<file path="src/rtl/mac_operand_tx.sv">
// mac_operand_tx: AXI4-Stream master that streams {weight[i], data[i]}
// beats from two host-loaded register banks into the MAC datapath.
// Optional feature: define MAC_OPERAND_TLAST_EN to add m_axis_tlast.
module mac_operand_tx #(
    parameter int ADDR_W = 4
) (
    input  logic              clk,
    input  logic              reset,
    input  logic              wr_en,
    input  logic              wr_sel,
    input  logic [ADDR_W-1:0] wr_addr,
    input  logic [7:0]        wr_data,
    input  logic [ADDR_W:0]   len,
    input  logic              start,
    output logic              busy,
    output logic              done,
    output logic              m_axis_tvalid,
    input  logic              m_axis_tready,
    output logic [15:0]       m_axis_tdata
`ifdef MAC_OPERAND_TLAST_EN
    ,
    output logic              m_axis_tlast
`endif
);

    localparam int DEPTH = 2 ** ADDR_W;
    localparam logic [ADDR_W:0] DEPTH_L = (ADDR_W + 1)'(DEPTH);

    typedef enum logic [1:0] {
        IDLE   = 2'd0,
        STREAM = 2'd1,
        DONE   = 2'd2
    } state_t;

    state_t state_q, state_d;

    logic [7:0]      data_bank [DEPTH];
    logic [7:0]      wgt_bank  [DEPTH];
    logic [ADDR_W:0] idx_q;
    logic [ADDR_W:0] eff_len_q;
    logic [ADDR_W:0] len_eff;
    logic [ADDR_W:0] nxt_idx;
    logic [15:0]     tdata_q;
    logic            hs;
    logic            last_beat;

    // Status and valid come straight from the state register, so tready
    // never reaches an output combinationally.
    assign m_axis_tvalid = (state_q == STREAM);
    assign busy          = (state_q == STREAM);
    assign done          = (state_q == DONE);
    assign m_axis_tdata  = tdata_q;

    assign len_eff   = (len > DEPTH_L) ? DEPTH_L : len;
    assign hs        = m_axis_tvalid & m_axis_tready;
    assign nxt_idx   = idx_q + 1'b1;
    assign last_beat = (nxt_idx == eff_len_q);

    // State register
    always_ff @(posedge clk) begin
        if (!reset) state_q <= IDLE;
        else        state_q <= state_d;
    end

    // Next-state logic
    always_comb begin
        state_d = state_q;
        case (state_q)
            IDLE:    if (start) state_d = (len_eff == '0) ? DONE : STREAM;
            STREAM:  if (hs && last_beat) state_d = DONE;
            DONE:    state_d = IDLE;
            default: state_d = IDLE;
        endcase
    end

    // Beat index, latched length and output beat register; beat 0 is read
    // with the bank contents of the start cycle (a same-cycle write lands later).
    always_ff @(posedge clk) begin
        if (!reset) begin
            idx_q     <= '0;
            eff_len_q <= '0;
            tdata_q   <= '0;
        end else begin
            case (state_q)
                IDLE: if (start) begin
                    eff_len_q <= len_eff;
                    idx_q     <= '0;
                    if (len_eff != '0) tdata_q <= {wgt_bank[0], data_bank[0]};
                end
                STREAM: if (hs && !last_beat) begin
                    idx_q   <= nxt_idx;
                    tdata_q <= {wgt_bank[nxt_idx[ADDR_W-1:0]],
                                data_bank[nxt_idx[ADDR_W-1:0]]};
                end
                default: ;
            endcase
        end
    end

    // Host bank writes; locked out while a stream is reading the banks
    always_ff @(posedge clk) begin
        if (!reset) begin
            for (int i = 0; i < DEPTH; i++) begin
                data_bank[i] <= '0;
                wgt_bank[i]  <= '0;
            end
        end else if (wr_en && (state_q != STREAM)) begin
            if (wr_sel) wgt_bank[wr_addr]  <= wr_data;
            else        data_bank[wr_addr] <= wr_data;
        end
    end

`ifdef MAC_OPERAND_TLAST_EN
    logic tlast_q;
    assign m_axis_tlast = tlast_q;

    // tlast travels with the beat it marks, so it holds under backpressure
    always_ff @(posedge clk) begin
        if (!reset) begin
            tlast_q <= 1'b0;
        end else begin
            case (state_q)
                IDLE: if (start && len_eff != '0) tlast_q <= (len_eff == 1);
                STREAM: if (hs) tlast_q <= last_beat ? 1'b0 : ((nxt_idx + 1'b1) == eff_len_q);
                default: tlast_q <= 1'b0;
            endcase
        end
    end
`endif

endmodule

</file>
<file path="config.mk">
export PLATFORM = sky130hd
export DESIGN_NAME = mac_operand_tx
export DESIGN_NICKNAME = d
export VERILOG_FILES = /design/src/rtl/mac_operand_tx.sv
export SDC_FILE = /design/constraint.sdc
export NUM_CORES = 1
export LEC_CHECK = 0
export CAP_MARGIN = 20
export CORE_MARGIN = 4
export CORE_UTILIZATION = 45
export CTS_BUF_LIST = sky130_fd_sc_hd__clkbuf_4 sky130_fd_sc_hd__clkbuf_8
export CTS_CLUSTER_SIZE = 24
export DETAILED_ROUTE_END_ITERATION = 16
export PLACE_DENSITY = 0.62
export SYNTH_ARGS = -nofsm -noshare
export SYNTH_HDL_FRONTEND = slang
export SYNTH_SLANG_ARGS = --single-unit
</file>
<file path="constraint.sdc">
create_clock -name clk -period 6.3 [get_ports clk]
set_clock_uncertainty 0.05 [all_clocks]
set_input_delay 0.945 -clock clk [delete_from_list [all_inputs] [get_ports clk]]
set_output_delay 0.945 -clock clk [all_outputs]
set_load 0.05 [all_outputs]
</file>
==> results of run 1 <==
## cells by family after synthesis
kind of cell	after synthesis	synth area share (%)
simple gates	418	17.8
flops	284	61.8
compound gates	98	4.84
mux	82	12.2
buf+inv	78	2.56
xor+xnor	10	0.768
fa+ha+maj	1	0.0937
## routing by layer
layer | track usage [%] | up-vias
met1 | 30.2 | 3991
li1 | - | 3660
met2 | 31.0 | 264
met3 | 3.90 | 46
met5 | 0 | -
met4 | 4.60 | 0
## through the flow
step           total power [mW]  instances  utilization, %  hold WS (ns)
2_1_floorplan              2.46        971               -         0.409
3_3_place_gp               2.61       1344            48.6         0.440
3_5_place_dp               2.61       1346            48.7         0.455
4_1_cts                    4.24       1433            51.9         0.463
5_1_grt                    4.37       1441            52.1         0.484
6_report                   4.20       1441            52.1         0.458
## layout make-up
type / count / share of cell area (%)
Tap cell: 384 / 3.18
Timing Repair Buffer: 75 / 4.20
Clock buffer: 72 / 5.81
Sequential cell: 284 / 54.6
Inverter: 2 / 0.0497
Multi-Input combinational cell: 609 / 31.7
Clock inverter: 15 / 0.472
## synthesized netlist by cell type
cell / count / share of area, %
nor3b_1: 4 / 0.22
a31oi_1: 18 / 0.84
mux4_2: 64 / 11
o31a_1: 1 / 0.066
xor2_1: 3 / 0.20
or3_1: 2 / 0.094
clkbuf_1: 55 / 1.5
nor3_1: 12 / 0.45
nor4_1: 1 / 0.047
or2_2: 4 / 0.19
nand3_1: 5 / 0.19
and3_1: 2 / 0.094
nand2b_1: 20 / 0.94
or3b_2: 2 / 0.13
buf_2: 12 / 0.45
a21oi_2: 10 / 0.66
o31ai_1: 31 / 1.7
a2bb2oi_1: 1 / 0.066
nor3_4: 1 / 0.12
a21boi_0: 1 / 0.056
clkinv_1: 2 / 0.056
nor2b_1: 1 / 0.047
buf_1: 3 / 0.084
nand4b_1: 1 / 0.066
xor3_1: 1 / 0.18
ha_1: 1 / 0.094
and2_1: 256 / 12
or2_1: 1 / 0.047
nand4_1: 2 / 0.094
nand3b_1: 5 / 0.28
o22ai_2: 1 / 0.094
edfxtp_1: 256 / 58
mux2_2: 1 / 0.084
buf_6: 3 / 0.25
a21oi_1: 14 / 0.52
nand2_1: 71 / 2.0
nor2_1: 27 / 0.76
or4_1: 1 / 0.056
mux2i_1: 17 / 1.3
buf_4: 3 / 0.17
o21ai_0: 21 / 0.79
dfxtp_1: 28 / 4.2
xnor2_1: 6 / 0.39
## power groups by stage
stage                     combinational (mW)  sequential [mW]  clock [mW]
final                                  0.402             2.17        1.63
after global placement                 0.399             2.21           0
after detailed placement               0.402             2.21           0
after CTS                              0.403             2.17        1.67
after floorplan                        0.233             2.23           0
after global routing                   0.431             2.18        1.76
## state kept, by name, summed over array words and instances (netlist names)
signal	count
m_axis_tdata	16
eff_len_q	5
idx_q	5
wgt_bank	128
state_q	2
data_bank	128
## how the worst max path moves through the flow
stage / slack, ns / cells after the start / startpoint / end
4_1_cts: 2.23 / 4 / state_q[1] / busy
3_3_place_gp: 2.46 / 4 / wr_addr[2] / data_bank[1][0]
3_5_place_dp: 2.54 / 4 / wr_addr[2] / data_bank[2][1]
5_1_grt: 2.13 / 4 / state_q[1] / busy
6_report: 2.25 / 4 / state_q[1] / busy
2_1_floorplan: 3.41 / 5 / reset / data_bank[0][0]
## critical path, stage by stage (launching register included)
cell	delay, ns
dfxtp_1	0.38
nand2b_1	0.12
buf_4	0.37
clkinv_1	0.68
clkdlybuf4s50_1	0.93
==> impl_metrics.yaml, run 1 <==
yosys:
  synthesis.nets: 995
  yosysSeqAreaShare_pct: 61.8
  syn_inst: 971
  synth-seq-cells: 284
  avgSynthCellArea_um2: 13.8
  yosys_warnings: 0
  syn_area_um2: 13400
  yosys.cell_types.count: 43
grt:
  grt_start_max_net_pins: 52
  grt_pass1_vias: 8075
  antenna_found_initial: 0
  grt_overflow: 0
  grt_usage_pct: 20.2
  grt_pass1_wl_um: 50500
route:
  top_layer: "met4"
  wire_per_inst_um: 22.7
  route.detailed.drc: 0
  finalWirelength_um: 32700
  drt_iter0_markers: 745
  vias: 7961
  wl_met2_um: 15000
  dr_wl_met3_um: 2150
  antenna_left: 0
  met1Wirelength_um: 14900
  drt_first_pass_iters: 5
  viasPerCell: 5.52
clocking:
  cts_sinks: 284
  hold_buffers: 0
  clk_pin_slew_ns: 0.06
  ctsResizeCount: 0
  clk_latency_ns: 0.56
  cts_buffers: 48
  root_buffer: "clkbuf_8"
  post_cts_buffers: 0
  cts_tree: "done"
  clockBufferDepth: 3
  htreeDepth: 2
timing:
  tns_ns: 0
  fin_crit_sh_pct: 64.3
  hold_viol_final: 0
  relSlewSlack_pct: 27.1
  setup_ws_ns: 2.25
  rsz0062_at_grt: "false"
  fmax_mhz: 247
  fin_crit_ns: 4.05
  report.final.setup_viol: 0
  drv_slew: 0
  worstMarginPinSlew_ns: 1.08
power:
  power_density_nw_per_um2: 278
  swShare_pct: 24.7
  power.internal_mw: 3.16
  combPwrFrac_pct: 9.6
  p_leak_nw: 5.37
  seqPwrFrac_pct: 51.7
  max-vdd-ir-drop_mv: 0.136
  switching_power_mw: 1.04
  p_clk_share_pct: 38.8
floorplan:
  die_h_um: 180
  ioPinCount: 42
  num_rows: 62
  die_w_um: 180
  coreArea_um2: 29000
  die_area_um2: 32500
  initial_utilization_pct: 46.0
place:
  gp_congestion: 0.800
  place_area_um2: 14100
  preCtsSetupSlack_ns: 2.54
  io_buffers: 41
  dp.final_hpwl_um: 20900
finish:
  multiInputGateArea_um2: 4790
  regArea_um2: 8250
  area_growth_pct: 13.2
  final_cell_mix: "and2_1 (256), edfxtp_1 (256), nand2_1 (71)"
  n_fill_cell: 2474
  antennaDiodeCount: 0
  drive_gt1_share_pct: 19.3
  nets: 1044
  stdcell_area_um2: 15100
worst_setup_path:
  arrival_ns: 3.06
  r2r_cells: 7
  critPathKind: "reg2out"
  critPathRequiredTime_ns: 5.30
  cp-end-kind: "output pin"
  r2r_start: "idx_q[0]"
  worstPathMaxFanout: 35
  reg2reg_slack_ns: 2.79
  start_kind: "register"
  r2r-end: "m_axis_tdata[9]"
hold_path:
  hp-class: "reg2reg"
  worstHoldPathCells: 2
  min_to: "eff_len_q[2]"
  hp-start: "eff_len_q[2]"
job:
  drv_cap: 0
run_status:
  status: "finished clean"
Power figures use the tool's default switching activity.
==> run 2, diff against run 1 <==
==> constraint.sdc (replaced) <==
create_clock -name clk -period 3.9 [get_ports clk]
set_clock_uncertainty 0.05 [all_clocks]
set_input_delay 0.585 -clock clk [delete_from_list [all_inputs] [get_ports clk]]
set_output_delay 0.585 -clock clk [all_outputs]
set_load 0.05 [all_outputs]
==> impl_metrics.yaml, run 2 (synthesis results as in run 1) <==
run_status:
  status: "finished clean"
timing:
  fin_crit_ns: 3.23
  report.final.setup_viol: 0
  drv_slew: 0
  setup_ws_ns: 0.671
  tns_ns: 0
  worstMarginPinSlew_ns: 0.882
  fmax_mhz: 310
  fin_crit_sh_pct: 82.8
  relSlewSlack_pct: 41.1
  hold_slack_ns: 0.448
  hold_viol_final: 0
  rsz0062_at_grt: "false"
finish:
  final_cells: 1457
  drive_gt1_share_pct: 19.6
  final_cell_mix: "and2_1 (256), edfxtp_1 (256), nand2_1 (71)"
  area_growth_pct: 14.3
  nets: 1058
  fin_util_pct: 52.6
grt:
  grt_use_met1_pct: 29.5
  antenna_found_initial: 2
  grt_usage_pct: 19.5
  grt_overflow: 0
  met2_usage_pct: 28.8
  grt_pass1_wl_um: 48600
  use_met3_pct: 3.86
  top_usage_layer: "met1"
  grt_start_max_net_pins: 69
  grt_pass1_vias: 7943
hold_path:
  worstHoldPathCells: 2
  hp-class: "reg2reg"
  min_to: "eff_len_q[2]"
  hp-start: "eff_len_q[2]"
clocking:
  clk_latency_ns: 0.55
  hold_buffers: 0
  root_buffer: "clkbuf_8"
  cts_sinks: 284
  htreeDepth: 2
  clk_pin_slew_ns: 0.06
  ctsResizeCount: 0
  post_cts_buffers: 0
  clockBufferDepth: 3
  cts_buffers: 47
  cts_tree: "done"
floorplan:
  coreArea_um2: 29000
  die_w_um: 180
  num_rows: 62
  initial_utilization_pct: 46.0
  die_area_um2: 32500
  die_h_um: 180
  ioPinCount: 42
worst_setup_path:
  critPathRequiredTime_ns: 3.26
  cp-end-kind: "output pin"
  arrival_ns: 2.59
  r2r_start: "state_q[1]"
  start_kind: "register"
  worstPathMaxFanout: 35
  r2r_cells: 6
  r2r-end: "data_bank[0][5]"
  critPathKind: "reg2out"
  reg2reg_slack_ns: 0.91
job:
  drv_cap: 0
place:
  dp.final_hpwl_um: 20400
  io_buffers: 41
  gp_congestion: 0.796
  place_inst: 1369
  preCtsSetupSlack_ns: 0.755
power:
  power_density_nw_per_um2: 446
  max-vdd-ir-drop_mv: 0.200
  p_leak_nw: 5.44
route:
  drt_first_pass_iters: 5
  antenna_left: 0
  wire_per_inst_um: 21.8
  viasPerCell: 5.43
  finalWirelength_um: 31700
  route.detailed.drc: 0
  drt_iter0_markers: 669
  vias: 7913
run 2: area by class of cell:
type,instances,area (um2)
clock buffer,57,728
clock inverter,30,218
sequential,284,8250
timing repair buffer,90,781
multi-input combinational,609,4790
inverter,2,7.51
antenna,1,2.50
tap,384,480
fill,2482,13800
run 2: worst max path at each step:
stage	from	endpoint	slack (ns)
5_1_grt	state_q[1]	busy	0.49
3_3_place_gp	start	m_axis_tdata[12]	0.80
3_5_place_dp	start	m_axis_tdata[12]	0.75
6_report	state_q[1]	busy	0.67
4_1_cts	state_q[1]	busy	0.64
2_1_floorplan	reset	data_bank[0][0]	1.37
run 2: worst max-delay path, cell delays in order (launching register included):
cell and delay [ns]:
dfxtp_1 0.36, nand2b_1 0.11, buf_4 0.38, clkinv_1 0.72, buf_4 0.45
run 2: per-stage QoR:
step | cell area [um2] | power (mW)
floorplan | 13400 | 3.97
global placement | 14300 | 4.22
detailed placement | 14300 | 4.23
CTS | 15300 | 6.86
global route | 15300 | 7.07
finish | 15300 | 6.80
run 2: report_power, final:
part	internal, mW	switching, mW
Combinational	0.247	0.422
Clock	1.44	1.20
Sequential	3.44	0.0550
run 2: layer usage:
metal  vias up  part of all wire [%]
li1       3682                     -
met1      3930                    46
met2       236                    45
met3        63                   6.8
met4         2                   2.5
met5         -                 0.041
